### config.mk
export PLATFORM = sky130hd
export DESIGN_NAME = i2c_slave
export DESIGN_NICKNAME = d
export VERILOG_FILES = /design/src/rtl/i2c_slave.sv
export SDC_FILE = /design/constraint.sdc
export NUM_CORES = 1
export LEC_CHECK = 0
export ABC_AREA = 1
export CAP_MARGIN = 20
export CORE_MARGIN = 2
export CORE_UTILIZATION = 50
export CTS_CLUSTER_DIAMETER = 100
export DETAILED_ROUTE_END_ITERATION = 10
export PLACE_DENSITY = 0.73
export SLEW_MARGIN = 5
export SYNTH_ARGS = -nofsm -noshare
export SYNTH_HDL_FRONTEND = slang
export SYNTH_SLANG_ARGS = --single-unit
### constraint.sdc
create_clock -name clk -period 2.6 [get_ports clk]
set_input_delay 0.26 -clock clk [delete_from_list [all_inputs] [get_ports clk]]
set_output_delay 0.26 -clock clk [all_outputs]
set_load 0.02 [all_outputs]
### src/rtl/i2c_slave.sv
// I2C target with 7-bit address match; byte-wide write sink and read source.
// Latency: data_rx loads on the 8th SCL rise, valid_rx follows one clk later; SDA changes SDA_HOLD clks after each SCL fall.
// Backpressure: none; data_tx must be valid in the tx_req cycle, and the master is never clock-stretched.
module i2c_slave #(
    parameter logic [6:0]  SLAVE_ADDR = 7'b0010000,
    parameter int unsigned SDA_HOLD   = 2
) (
    input  logic       clk,
    input  logic       rst_n,
    input  logic       scl,
    input  logic       sda_in,
    output logic       sda_oe,
    input  logic [7:0] data_tx,
    output logic       tx_req,
    output logic [7:0] data_rx,
    output logic       valid_rx,
    output logic       busy,
    output logic       addr_hit
);
    typedef enum logic [2:0] {
        IDLE, ADDR, ADDR_ACK, WR_DATA, WR_ACK, RD_DATA, RD_ACK, WAIT_STOP
    } state_t;

    // A zero hold would drive SDA before data_tx is latched, so the minimum is one clk.
    localparam int unsigned HOLD_EFF = (SDA_HOLD == 0) ? 1 : SDA_HOLD;
    localparam int          HW       = $clog2(HOLD_EFF + 1);

    logic scl_m, scl_s, scl_d;
    logic sda_m, sda_s, sda_d;

    always_ff @(posedge clk) begin
        if (!rst_n) begin
            {scl_m, scl_s, scl_d} <= 3'b111;
            {sda_m, sda_s, sda_d} <= 3'b111;
        end else begin
            scl_m <= scl;
            scl_s <= scl_m;
            scl_d <= scl_s;
            sda_m <= sda_in;
            sda_s <= sda_m;
            sda_d <= sda_s;
        end
    end

    logic scl_rise, scl_fall, start_det, stop_det;
    assign scl_rise  = scl_s & ~scl_d;
    assign scl_fall  = ~scl_s & scl_d;
    assign start_det = scl_s & scl_d & sda_d & ~sda_s;
    assign stop_det  = scl_s & scl_d & ~sda_d & sda_s;

    state_t         state;
    logic [3:0]     bit_cnt;
    logic [7:0]     shreg;
    logic           rw;
    logic           nack;
    logic           rx_pend;
    logic [HW-1:0]  hold_cnt;
    logic           pend_val;
    logic           oe_val;

    // In the tx_req cycle the first read bit comes straight from data_tx.
    assign oe_val = tx_req ? ~data_tx[7] : pend_val;

    always_ff @(posedge clk) begin
        if (!rst_n) begin
            state    <= IDLE;
            bit_cnt  <= 4'd0;
            shreg    <= 8'h00;
            rw       <= 1'b0;
            nack     <= 1'b0;
            rx_pend  <= 1'b0;
            hold_cnt <= '0;
            pend_val <= 1'b0;
            sda_oe   <= 1'b0;
            tx_req   <= 1'b0;
            data_rx  <= 8'h00;
            valid_rx <= 1'b0;
            busy     <= 1'b0;
            addr_hit <= 1'b0;
        end else begin
            tx_req   <= 1'b0;
            valid_rx <= rx_pend;
            rx_pend  <= 1'b0;

            if (hold_cnt != '0) begin
                hold_cnt <= hold_cnt - 1'b1;
                if (hold_cnt == HW'(1))
                    sda_oe <= oe_val;
            end

            if (tx_req) begin
                shreg    <= data_tx;
                pend_val <= ~data_tx[7];
            end

            if (stop_det) begin
                state    <= IDLE;
                busy     <= 1'b0;
                addr_hit <= 1'b0;
                sda_oe   <= 1'b0;
                hold_cnt <= '0;
                bit_cnt  <= 4'd0;
            end else if (start_det) begin
                state    <= ADDR;
                busy     <= 1'b1;
                addr_hit <= 1'b0;
                sda_oe   <= 1'b0;
                hold_cnt <= '0;
                bit_cnt  <= 4'd0;
            end else begin
                case (state)
                    IDLE: ;
                    ADDR: begin
                        if (scl_rise) begin
                            shreg   <= {shreg[6:0], sda_s};
                            bit_cnt <= (bit_cnt == 4'd8) ? bit_cnt : bit_cnt + 4'd1;
                        end else if (scl_fall && bit_cnt == 4'd8) begin
                            bit_cnt <= 4'd0;
                            if (shreg[7:1] == SLAVE_ADDR) begin
                                rw       <= shreg[0];
                                addr_hit <= 1'b1;
                                state    <= ADDR_ACK;
                                hold_cnt <= HW'(HOLD_EFF);
                                pend_val <= 1'b1;
                            end else begin
                                state    <= WAIT_STOP;
                                sda_oe   <= 1'b0;
                                hold_cnt <= '0;
                            end
                        end
                    end
                    ADDR_ACK: begin
                        if (scl_fall) begin
                            bit_cnt  <= 4'd0;
                            hold_cnt <= HW'(HOLD_EFF);
                            pend_val <= 1'b0;
                            tx_req   <= rw;
                            state    <= rw ? RD_DATA : WR_DATA;
                        end
                    end
                    WR_DATA: begin
                        if (scl_rise) begin
                            shreg   <= {shreg[6:0], sda_s};
                            bit_cnt <= (bit_cnt == 4'd8) ? bit_cnt : bit_cnt + 4'd1;
                            if (bit_cnt == 4'd7) begin
                                data_rx <= {shreg[6:0], sda_s};
                                rx_pend <= 1'b1;
                            end
                        end else if (scl_fall && bit_cnt == 4'd8) begin
                            bit_cnt  <= 4'd0;
                            hold_cnt <= HW'(HOLD_EFF);
                            pend_val <= 1'b1;
                            state    <= WR_ACK;
                        end
                    end
                    WR_ACK: begin
                        if (scl_fall) begin
                            bit_cnt  <= 4'd0;
                            hold_cnt <= HW'(HOLD_EFF);
                            pend_val <= 1'b0;
                            state    <= WR_DATA;
                        end
                    end
                    RD_DATA: begin
                        // Bit 7 went out on entry; each fall here presents the next bit.
                        if (scl_fall) begin
                            hold_cnt <= HW'(HOLD_EFF);
                            if (bit_cnt == 4'd7) begin
                                bit_cnt  <= 4'd0;
                                pend_val <= 1'b0;
                                state    <= RD_ACK;
                            end else begin
                                pend_val <= ~shreg[6];
                                shreg    <= {shreg[6:0], 1'b0};
                                bit_cnt  <= bit_cnt + 4'd1;
                            end
                        end
                    end
                    RD_ACK: begin
                        if (scl_rise) begin
                            nack    <= sda_s;
                            bit_cnt <= (bit_cnt == 4'd8) ? bit_cnt : bit_cnt + 4'd1;
                        end else if (scl_fall && bit_cnt != 4'd0) begin
                            bit_cnt <= 4'd0;
                            if (!nack) begin
                                tx_req   <= 1'b1;
                                hold_cnt <= HW'(HOLD_EFF);
                                pend_val <= 1'b0;
                                state    <= RD_DATA;
                            end else begin
                                sda_oe   <= 1'b0;
                                hold_cnt <= '0;
                                state    <= WAIT_STOP;
                            end
                        end
                    end
                    WAIT_STOP: begin
                        sda_oe   <= 1'b0;
                        hold_cnt <= '0;
                    end
                    default: state <= IDLE;
                endcase
            end
        end
    end
endmodule

==> results.md <==
* Run status: finished clean
* Async set-reset flop share out of synthesis at 0
* Crit path max fanout at 17
* Final Hold Fails at 0
* CTS tree: built
* Worst Path Class, Setup: flip-flop to flip-flop
* Minimum clock period at about 1700 ps
* Synth area leader: dfxtp_1
* CP startpoint: state[0]$_SDFFE_PP0P_
* Critical R2R Launch: state[0]$_SDFFE_PP0P_
* Largest net degree at the start of global routing at 18
* Synth Net Count at around 320
* Crit end category: flip-flop
* GRT Total Usage at 0.2100
* Met2 WL at roughly 2200 µm
* Routability-driven placement congestion ratio at ~0.93
* Max Cap Violations at 0
* Num CTS Buffers at 5
* Vias per cell at roughly 5.2
* Die Y at about 70 µm
* DR top layer: met4
* Req. time, crit path at around 2800 ps
* Sw frac at 0.3870
* Worst-Margin Slew at between 400 and 500 ps
* Nets at roughly 340
* ANT nets after route at 0
* Logic pwr share at 0.365
* # IOs at 25
* Count leader, synth: nand2_1
* Worst-Skew Late Latency at 290 ps
* Die W at around 70 µm
* Core Region at approximately 4100 µm²
* Final TNS setup at 0 ps
* Worst VDD drop at 0.2897 mV
* Final design area excluding fillers at 2519 µm²
* Port Buffer Count at 24
* Final setup vio count at 0
* Post-Syn Area per Cell at 7.172 µm²
* Area of the multi-input gates at 1169 µm²
* Hold WC Path Type: flip-flop to flip-flop
* PwrDens at 688.9 nW/µm²
* Synth unique cells at 34
* Register Area at ~800 µm²
* CTS Hold Bufs at 0
* NetSw at 671.6 µW
* Vias in the first global route at ~1800
* Final max-slew violation count at 0
* Crit path arrival time at 1880 ps
* LEAKAGE at between 0.001 and 0.0015 µW
* RSZ-0062 raised after global routing: false
* Register bit total from synthesis at 40
* Sequential area share after synthesis at 0.3697
* F_max at approximately 0.6 GHz
* Slew HR at 0.7061
* Cell Count, Final, Fillers Out at 377
* Initial DRC count at 146
* Most common library cells after synthesis: nand2_1, dfxtp_1, inv_1, a21oi_1, nor2_1
* Ratio of final minimum period to clock period at 0.6571
* EDFF count, synth at 0
* DP Wirelength at around 3700 µm
* PostCTS Resize Cnt at 0
* Cell Rows at 23
* Vias post-DR at about 2000
* Ys Warns at 0
* Internal power at between 1000 and 1500 µW
* Skew final at roughly 5.6 ps
* Synth top area share at 0.3697
* Overall routed net length at roughly 4900 µm
* ANT cells at 0
* Clock tree root driver cell: clkbuf_8
* FILL cells at 376
* Initial core utilization at 0.5300
* H-tree depth at 2
* CP startpoint kind: flip-flop
* Top FF cell, synth: dfxtp_1
* Initial antenna violation count at 0
* Die Area at 4874 µm²
* Synth-to-Final Area Change at 16.29%
* Grt ovf at 0
* Hold path start: sda_m$_SDFF_PN1_
* First-pass GRT wire length at 8190 µm
* Synth area leaders: dfxtp_1, nand2_1, a21oi_1
* First-pass iteration count of the detailed router at 4
* CP max stage delay at ~500 ps
* Clock Path Buffers at 2
* Setup Fix Bufs, Post-CTS at 0
* Clk pwr share at 0.228
* Seq pwr share at 0.407
* CP max-delay cell: dfxtp_1
* Critical-path cell list: nand2_1, nor2_2, nand4_2, o21ai_0, a21oi_1
* Layout cells sized above 1 at 0.1682
* Final hold slack at roughly 420 ps
* Placed cells at between 300 and 400
* Syn Inst Count at around 300
* Worst-path clk slew at ~80 ps
* WL met3 at about 340 µm
* Met1 WL at 2293 µm
* Sink Count at 40
* Drc violations at 0
* Cell Area, Synth at ~2200 µm²
* Area after DPL at 2437 µm²
* Avg WL per Cell at 12.90 µm
## power groups by stage
stage          Combinational (µW)  Sequential [µW]  Clock, µW
2_1_floorplan                 541              692          0
3_3_place_gp                  625              719          0
3_5_place_dp                  630              719          0
4_1_cts                       632              706        407
5_1_grt                       713              715        430
6_report                      634              706        395
## final cells by class
class	instances	area share
sequential	40	0.3179
multi-input combinational	212	0.4640
timing repair buffer	24	0.09538
inverter	44	0.06557
clock buffer	5	0.02732
tap	50	0.02484
clock inverter	2	0.004968
## final timing paths
check                                          endpoint  slack (ps)  cells after the start
worst min-delay path                   sda_s$_SDFF_PN1_         420                      1
worst max-delay path            data_rx[5]$_SDFFE_PN0P_         890                      5
worst max register to register  data_rx[5]$_SDFFE_PN0P_         890                      5
worst min register to register         sda_s$_SDFF_PN1_         420                      1
## critical path, delay by kind of cell (launching register included)
kind               cells  cell delay, ps
and+or+nand+nor        3             700
DFF                    1             500
AOI/OAI and AO/OA      2             390
## cells in the final DEF (no fill, tap or decap)
cell,count
nor2_2,2
nor3_2,1
o21ai_2,2
nor4_1,1
clkinv_1,1
nor2_1,27
nand3_1,19
nor3_1,1
nand2_4,4
nand3b_4,1
inv_1,35
inv_2,8
nand2_1,54
clkinvlp_4,1
nor2_4,6
nand4_1,6
clkbuf_8,5
o211ai_1,7
a21oi_1,34
a31oi_1,1
or2_2,10
nand3b_1,1
nand2_2,11
dfxtp_1,40
ha_1,2
o21bai_1,1
clkinv_2,1
a211oi_1,2
nand4_2,1
nor2_8,1
o21ai_0,13
nand3_4,1
o21ai_1,2
a21boi_0,1
clkdlybuf4s50_1,24
## logic make-up (layout without fill, tap and decap cells)
logic type               Yosys count  count (layout)  synth area share
AO/OA/AOI/OAI                     63              63            0.1623
adder cells (fa/ha/maj)            2               2           0.01155
buffers and inverters             50              75           0.09070
flip-flops                        40              40            0.3697
AND/OR/NAND/NOR                  147             147            0.3657
## layer usage
metal / up-vias / track usage
li1: 1027 / -
met1: 868 / 0.2938
met2: 69 / 0.3185
met3: 9 / 0.04360
met4: 0 / 0.07692
met5: - / 0
## registers in the layout, summed over array words and instances, names as in the netlist, 2 cells and up
name,cells
hold_cnt,2
bit_cnt,4
data_rx,8
state,3
shreg,8
## metrics by stage
stage | util | worst slack (ps) | power, µW
3_5_place_dp | 0.5964 | 775.3 | 1349
4_1_cts | 0.6164 | 880.4 | 1746
5_1_grt | 0.6164 | 668.7 | 1858
6_report | 0.6164 | 891.7 | 1735
3_3_place_gp | 0.5964 | 803.7 | 1344
2_1_floorplan | - | 1157 | 1233
(Power assumes the default switching activity.)
